===== src/rtl/edge_detect_multi.sv =====
// Multi-channel edge detector for USB receive and general-purpose async inputs.
// Each channel passes through a synchroniser chain and an optional stability
// filter. It then produces a mode-qualified one-cycle edge pulse, a sticky
// event flag and, optionally, a saturating event counter.
//
// Optional feature: define EDGE_DET_COUNT_EN to build the per-channel event
// counters. When it is not defined, edge_cnt is tied to zero and cnt_clr is
// ignored.
//
// Ports:
//   clk        system clock, rising edge
//   n_rst      asynchronous active-low reset
//   d_in       raw asynchronous inputs, one per channel
//   mode       per channel [2i+1:2i]: 00 off, 01 rising, 10 falling, 11 both
//   flag_clr   per-channel synchronous clear of edge_flag
//   cnt_clr    synchronous clear of all event counters
//   d_sync     filtered, synchronised level per channel
//   d_edge     registered one-cycle qualified edge pulse
//   edge_flag  sticky event flag (a set wins over flag_clr)
//   edge_cnt   saturating event counters, channel i at [CNT_W*i +: CNT_W]
module edge_detect_multi #(
   parameter int unsigned NUM_CH      = 4,
   parameter int unsigned SYNC_STAGES = 2,
   parameter int unsigned FILTER_LEN  = 0,
   parameter logic        IDLE_VAL    = 1'b1,
   parameter int unsigned CNT_W       = 8
) (
   input  logic                    clk,
   input  logic                    n_rst,
   input  logic [NUM_CH-1:0]       d_in,
   input  logic [2*NUM_CH-1:0]     mode,
   input  logic [NUM_CH-1:0]       flag_clr,
   input  logic                    cnt_clr,
   output logic [NUM_CH-1:0]       d_sync,
   output logic [NUM_CH-1:0]       d_edge,
   output logic [NUM_CH-1:0]       edge_flag,
   output logic [NUM_CH*CNT_W-1:0] edge_cnt
);

   localparam int unsigned     FC_W   = 8;
   localparam logic [FC_W-1:0] FC_MAX = FC_W'(FILTER_LEN);

   logic [NUM_CH-1:0][SYNC_STAGES-1:0] sync_q;
   logic [NUM_CH-1:0][FC_W-1:0]        fc_q;
   logic [NUM_CH-1:0][FC_W-1:0]        fc_nxt;
   logic [NUM_CH-1:0]                  s_last;
   logic [NUM_CH-1:0]                  change;
   logic [NUM_CH-1:0]                  edge_nxt;

   // Filter decision: a new level is accepted once it has persisted for
   // FILTER_LEN extra evaluations; any return to the current level restarts it.
   always_comb begin
      s_last   = '0;
      change   = '0;
      edge_nxt = '0;
      fc_nxt   = '0;
      for (int i = 0; i < int'(NUM_CH); i++) begin
         s_last[i] = sync_q[i][SYNC_STAGES-1];
         if (s_last[i] == d_sync[i]) begin
            fc_nxt[i] = '0;
         end else if (fc_q[i] == FC_MAX) begin
            change[i] = 1'b1;
            fc_nxt[i] = '0;
         end else begin
            fc_nxt[i] = fc_q[i] + FC_W'(1);
         end
         // The new level is s_last: 1 means rising, 0 means falling.
         edge_nxt[i] = change[i] & (s_last[i] ? mode[2*i] : mode[2*i+1]);
      end
   end

   // Synchroniser, filtered level, edge pulse and sticky flag.
   always_ff @(posedge clk or negedge n_rst) begin
      if (!n_rst) begin
         sync_q    <= {(NUM_CH*SYNC_STAGES){IDLE_VAL}};
         d_sync    <= {NUM_CH{IDLE_VAL}};
         fc_q      <= '0;
         d_edge    <= '0;
         edge_flag <= '0;
      end else begin
         for (int i = 0; i < int'(NUM_CH); i++) begin
            sync_q[i] <= {sync_q[i][SYNC_STAGES-2:0], d_in[i]};
            if (change[i]) begin
               d_sync[i] <= s_last[i];
            end
         end
         fc_q      <= fc_nxt;
         d_edge    <= edge_nxt;
         edge_flag <= d_edge | (edge_flag & ~flag_clr);
      end
   end

`ifdef EDGE_DET_COUNT_EN
   logic [NUM_CH-1:0][CNT_W-1:0] cnt_q;

   // Saturating per-channel event counters; a clear coincident with a pulse
   // leaves that pulse counted.
   always_ff @(posedge clk or negedge n_rst) begin
      if (!n_rst) begin
         cnt_q <= '0;
      end else begin
         for (int i = 0; i < int'(NUM_CH); i++) begin
            if (cnt_clr) begin
               cnt_q[i] <= CNT_W'(d_edge[i]);
            end else if (d_edge[i] && (cnt_q[i] != '1)) begin
               cnt_q[i] <= cnt_q[i] + CNT_W'(1);
            end
         end
      end
   end

   assign edge_cnt = cnt_q;
`else
   logic unused_cnt_clr;

   assign unused_cnt_clr = cnt_clr;
   assign edge_cnt       = '0;
`endif

endmodule


===== config.mk =====
export PLATFORM = sky130hd
export DESIGN_NAME = edge_detect_multi
export DESIGN_NICKNAME = d
export VERILOG_FILES = /design/src/rtl/edge_detect_multi.sv
export SDC_FILE = /design/constraint.sdc
export NUM_CORES = 1
export LEC_CHECK = 0
export CAP_MARGIN = 40
export CORE_MARGIN = 5
export CORE_UTILIZATION = 40
export CTS_CLUSTER_SIZE = 16
export DETAILED_ROUTE_END_ITERATION = 12
export DONT_BUFFER_PORTS = 1
export PLACE_DENSITY_LB_ADDON = 0.1
export SLEW_MARGIN = 5
export SYNTH_ARGS = -nofsm -noshare
export SYNTH_HDL_FRONTEND = slang
export SYNTH_SLANG_ARGS = --single-unit

===== constraint.sdc =====
create_clock -name clk -period 1.8 [get_ports clk]
set_clock_uncertainty 0.2 [all_clocks]
set_input_delay 0 -clock clk [delete_from_list [all_inputs] [get_ports clk]]
set_output_delay 0 -clock clk [all_outputs]
set_load 0.05 [all_outputs]

==> flow_metrics.tcl, run 1 <==
set metrics [dict create \
    place_inst 319 \
    outcome "finished, violations left" \
    dieArea_um2 8104 \
    drtIter0Drc 66 \
    post-route-period-util_pct 87.81 \
    rows 29 \
    cp.required_ps 1830 \
    crit_fanout 6 \
    seqPwrFrac_pct 57.8 \
    clock_latency_ps 300 \
    reg2reg_from "fc_q[16]$_DFF_PN0_" \
    final_cells 345 \
    ctsHoldBuffers 18 \
    cts_setup_buffers 0 \
    maxCapViolCount 0 \
    holdCritPathClass "primary input to asynchronous set/reset pin" \
    yosysSeqAreaShare_pct 51.39 \
    cts_max_path_buffers 2 \
    clock-sinks 52 \
    areaGrowthSynthToFinish_pct 11.43 \
    cp.arrival_ps 1610 \
    crit_start "fc_q[16]$_DFF_PN0_" \
    synthFlopType "dfrtp_1" \
    p_comb_share_pct 12.1 \
    crit_slowest_cell "dfrtp_1" \
    grt_usage_pct 10.80 \
    place.gp.congestion 0.7461 \
    p_leak_nw 1.267 \
    switchingPower_w 0.0006512 \
    synth_area_leader_cell "dfrtp_1" \
    holdWs_ps -12.81 \
    grt_max_degree 53 \
    dpl.hpwl_mm 2.942 \
    clockPowerShare_pct 30.1 \
    netlist_top_cells_count "dfrtp_1, buf_4, nor2_1, a21oi_1, inv_1" \
    synth_cell_types 27 \
    port_buffers 0 \
    synth_seq_cells 52 \
    drt-total-wl_mm 4.172 \
    synth_edf_count 0 \
    post-route-min-period_ps 1581 \
    cp_cell_sequence "inv_1 -> ha_1 -> nor4b_2 -> nand2_1 -> mux2_2" \
    end_kind "flip-flop" \
    max_freq_ghz 0.6327 \
    critPathKind "flip-flop to flip-flop" \
    ant_nets 0 \
    critical-path-top-delay-family "flip-flops" \
    async_reset_ff_share_pct 100.0 \
    post_cts_resized 0 \
    cp_slowest_stage_delay_ps 450 \
    violations "negative hold slack" \
    yosys.area.top_type_share_pct 39.08 \
    clk_pin_slew_ps 90 \
    synthTopCellsByArea "dfrtp_1, dfstp_2, buf_4, ha_1, xor2_1" \
    first_pass_iters 4 \
    yosysWarnings 0 \
    via_per_inst 4.643 \
    start_util_pct 40.80 \
    fin_util_pct 45.47 \
    dieHeight_um 90.02 \
    cts_root_buf "clkbuf_8" \
    irDropWorstVdd_uv 374.0 \
    syn_area_per_cell_um2 10.72 \
    setup-violations-final 0 \
    start_kind "flip-flop" \
    worst_pin_slew_ps 531.2 \
    rsz0062_at_grt "no" \
    via_count 1602 \
    ios 63 \
    diodes 0 \
    grt_pass1_vias 1630 \
    nets 294 \
    maxSlewViolCount 0 \
    swShare_pct 29.25 \
    max-slew-margin-rel_pct 64.58 \
    post-synth-top-count-cell "dfrtp_1" \
    netlist_instances 239 \
    wl_per_cell_um 12.09 \
    grt_remaining_overflow 0 \
    drc_errors 0 \
    antenna_found_initial 0 \
    drive_gt1_share_pct 15.30 \
    pwr_density_cell_nw_per_um2 780.0 \
    core_um2 6277 \
    die_w_um 90.02 \
    internal_power_w 0.001575 \
    grt_pass1_wl_mm 7.410 \
    syn_area_um2 2561 \
    cts_tree "built" \
    hold_violations 5 \
    finalSetupTns_ps 0 \
    cts_buffers 5 \
    h-tree-depth 2 \
    cp_num_buf_inv 1 \
]
## placed cells by master (no fill, tap or decap), types with 2 or more instances in the layout
cell           count
nor4b_2            4
conb_1            32
nand2_2            2
clkbuf_8           6
nor3_1             4
ha_1               8
nand4_1            4
dlygate4sd3_1     17
a21oi_1           15
and3_1             2
nand3_2            2
xor2_1            11
nand2_1            9
a21bo_2            3
buf_4              4
mux2_2             2
mux2_4             2
o21ai_0           12
dfstp_2           12
clkinv_2           2
nand3_1           11
a21o_1             5
nor2_1            17
dfrtp_1           40
xnor2_1            5
or3_1             12
nand3b_1           8
inv_1             14
## state kept, by name (all words and copies together) (netlist names)
signal,cells
d_edge,4
d_sync,4
edge_flag,4
fc_q,32
s_last,4
sync_q,4
## cell families (layout without fill, tap and decap cells)
| group | Yosys count | in the layout | synth area share (%) |
|---|---|---|---|
| and+or+nand+nor | 76 | 76 | 17.39 |
| DFF | 52 | 52 | 51.39 |
| buffers and inverters | 46 | 44 | 11.43 |
| AOI/OAI and AO/OA | 36 | 36 | 8.207 |
| xor gates and xnor gates | 16 | 16 | 5.471 |
| adders and majority gates | 8 | 8 | 3.908 |
| muxes | 4 | 4 | 2.052 |
| other | 1 | 32 | 0.1464 |
## power groups by stage
stage	Clock, W	Combinational [W]	Sequential (W)
4_1_cts	0.000714	0.000271	0.00129
3_5_place_dp	0	0.000210	0.00131
2_1_floorplan	0	0.000232	0.00132
6_report	0.000670	0.000269	0.00129
3_3_place_gp	0	0.000210	0.00131
5_1_grt	0.000752	0.000287	0.00129
## metal layers
| metal | GRT usage (%) | wire, um |
|---|---|---|
| met2 | 16.89 | 1865 |
| met4 | 3.722 | 51 |
| met1 | 14.32 | 1966 |
| met3 | 3.088 | 289 |
| met5 | 0 | 0 |
## per-stage QoR
stage          setup slack [ps]  hold WS [ps]  total power, W  cell area (um^2)
6_report                  219.4        -12.81        0.002226              2854
3_3_place_gp              238.9        -493.5        0.001520              2564
2_1_floorplan             259.4        -495.6        0.001554              2678
4_1_cts                   210.5         5.094        0.002273              2854
3_5_place_dp              220.3        -492.9        0.001521              2564
5_1_grt                   112.9         17.37        0.002331              2854
## cell type report
class	count	area (um^2)
multi-input cells	172	1069
fillers	607	3423
well taps	77	96.34
clock inverters	2	10.01
clock buffers	6	82.58
inverters	14	52.55
flip-flops and latches	52	1316
repair buffers	22	227.7
## final timing paths
kind	slack (ps)	to	depth (start not counted)
max	220	d_sync[2]$_DFFE_PN1P_	5
min	-10	fc_q[6]$_DFF_PN0_	2
max reg2reg	220	d_sync[2]$_DFFE_PN1P_	5
min reg2reg	160	s_last[3]$_DFF_PN1_	0
max in group asynchronous	1120	d_sync[2]$_DFFE_PN1P_	2
min in group clk	40	sync_q[2]$_DFF_PN1_	1
Power figures use the tool's default switching activity.
==> inputs of run 2 (changes only) <==
--- a/config.mk
+++ b/config.mk
@@ -6,6 +6,8 @@
 export NUM_CORES = 1
 export LEC_CHECK = 0
 export CAP_MARGIN = 40
+export CELL_PAD_IN_SITES_DETAIL_PLACEMENT = 1
+export CELL_PAD_IN_SITES_GLOBAL_PLACEMENT = 1
 export CORE_MARGIN = 5
 export CORE_UTILIZATION = 40
 export CTS_CLUSTER_SIZE = 16
==> flow_metrics.tcl, run 2 (synthesized netlist as in run 1, its figures left out) <==
set metrics [dict create \
    first_pass_iters 4 \
    diodes 0 \
    place.gp.congestion 0.7437 \
    grt_usage_pct 12.18 \
    drtIter0Drc 20 \
    grt_pass1_wl_mm 8.266 \
    cts_buffers 5 \
    die_w_um 90.02 \
    holdCritPathClass "primary input to flip-flop" \
    critPathKind "flip-flop to flip-flop" \
    drc_errors 0 \
    crit_slowest_cell "dfrtp_1" \
    cp_slowest_stage_delay_ps 430 \
    h-tree-depth 2 \
    post-route-min-period_ps 1597 \
    dieArea_um2 8104 \
    start_kind "flip-flop" \
    pwr_density_cell_nw_per_um2 772.9 \
    ios 63 \
    dieHeight_um 90.02 \
    worst_pin_slew_ps 508.8 \
    outcome "finished clean" \
    cp.required_ps 1850 \
    port_buffers 0 \
    grt_remaining_overflow 0 \
    antenna_found_initial 0 \
    irDropWorstVdd_uv 438.4 \
    dpl.hpwl_mm 3.362 \
    clock_latency_ps 310 \
    clk_pin_slew_ps 100 \
    rsz0062_at_grt "no" \
    grt_max_degree 29 \
    via_count 1692 \
    via_per_inst 4.876 \
    grt_pass1_vias 1760 \
    maxCapViolCount 0 \
    fin_util_pct 45.82 \
    areaGrowthSynthToFinish_pct 12.31 \
    max-slew-margin-rel_pct 66.08 \
    end_kind "flip-flop" \
    cts_tree "built" \
    post_cts_resized 0 \
    setup-violations-final 0 \
    cp.arrival_ps 1640 \
    layout_commonest_cell "dfrtp_1" \
    hold_violations 0 \
    finalSetupTns_ps 0 \
    crit_fanout 4 \
    cts_root_buf "clkbuf_8" \
    maxSlewViolCount 0 \
    post-route-period-util_pct 88.74 \
    ant_nets 0 \
    drive_gt1_share_pct 15.19 \
    max_freq_ghz 0.6261 \
    drt-total-wl_mm 4.800 \
    rows 29 \
    cp_cell_sequence "inv_1 -> ha_1 -> nor4b_2 -> nand2_2 -> mux2_4" \
    cts_max_path_buffers 2 \
    mostFrequentLayoutCells "dfrtp_1, conb_1, dlygate4sd3_1" \
    start_util_pct 40.80 \
    p_leak_nw 1.271 \
    wl_per_cell_um 13.83 \
    core_um2 6277 \
    top_register "fc_q" \
    nets 296 \
    largest_reg_flops 32 \
    num-fill-cells 705 \
    clock-sinks 52 \
    p_total_w 0.002223 \
]
-- run 2: changes by cell type in the layout (fill, tap and decap cells not counted), sizes merged --
cell	delta
buf	+1
clkinv	-1
clkinvlp	+1
dlygate4sd3	+1
-- run 2: area by class of cell --
cell class                      instances  area (um^2)  area share, %
Sequential cell                        52         1316          45.76
Multi-Input combinational cell        172         1069          37.15
Clock buffer                            6        72.57          2.523
Timing Repair Buffer                   24        257.7          8.960
Inverter                               14        52.55          1.827
Clock inverter                          2        12.51         0.4350
Tap cell                               77        96.34          3.349
-- run 2: stage by stage --
stage	cells	setup slack [ps]	hold WS (ps)	cell area [um^2]
floorplan	270	259.4	-495.6	2678
global placement	319	229.5	-494.6	2564
detailed placement	319	201.4	-494.6	2564
CTS	347	190.0	9.203	2877
global route	347	83.54	26.06	2877
finish	347	202.7	37.11	2877
-- run 2: worst paths after layout --
kind | start | endpoint | slack, ps | cells past startpoint
worst max-delay path | fc_q[8]$_DFF_PN0_ | d_sync[1]$_DFFE_PN1P_ | 200 | 5
worst min-delay path | d_in[2] | sync_q[4]$_DFF_PN1_ | 40 | 1
worst max register to register | fc_q[8]$_DFF_PN0_ | d_sync[1]$_DFFE_PN1P_ | 200 | 5
worst min register to register | sync_q[2]$_DFF_PN1_ | s_last[1]$_DFF_PN1_ | 140 | 0
max in group asynchronous | n_rst | fc_q[17]$_DFF_PN0_ | 560 | 4
min in group asynchronous | n_rst | fc_q[1]$_DFF_PN0_ | 500 | 3
-- run 2: where the power goes --
part / leakage (nW) / total [W] / internal, W / switching (W)
Sequential: 0.674 / 0.00129 / 0.00121 / 0.0000792
Clock: 0.0412 / 0.000658 / 0.000273 / 0.000385
Combinational: 0.556 / 0.000279 / 0.0000661 / 0.000213
-- run 2: worst max-delay path: cells and delay by family, from the launching register on --
| kind | cells | cell delay, ps |
|---|---|---|
| buffers and inverters | 1 | 80 |
| flip-flops | 1 | 430 |
| multiplexers | 1 | 310 |
| AND/OR/NAND/NOR | 2 | 380 |
| adder cells (fa/ha/maj) | 1 | 140 |
-- run 2: routing by layer --
metal / global-route usage, % / vias up / share of wire (%)
met5: 0 / - / 0
met4: 4.094 / 0 / 1.1
met3: 3.506 / 4 / 6.7
met2: 20.67 / 56 / 49
met1: 14.77 / 827 / 43
li1: - / 805 / -
-- run 2: timing repair --
item,in CTS,in global routing
setup buffers,0,0
endpoints found under the hold margin,64,0
hold buffers,20,0
endpoints found under the setup margin,0,0
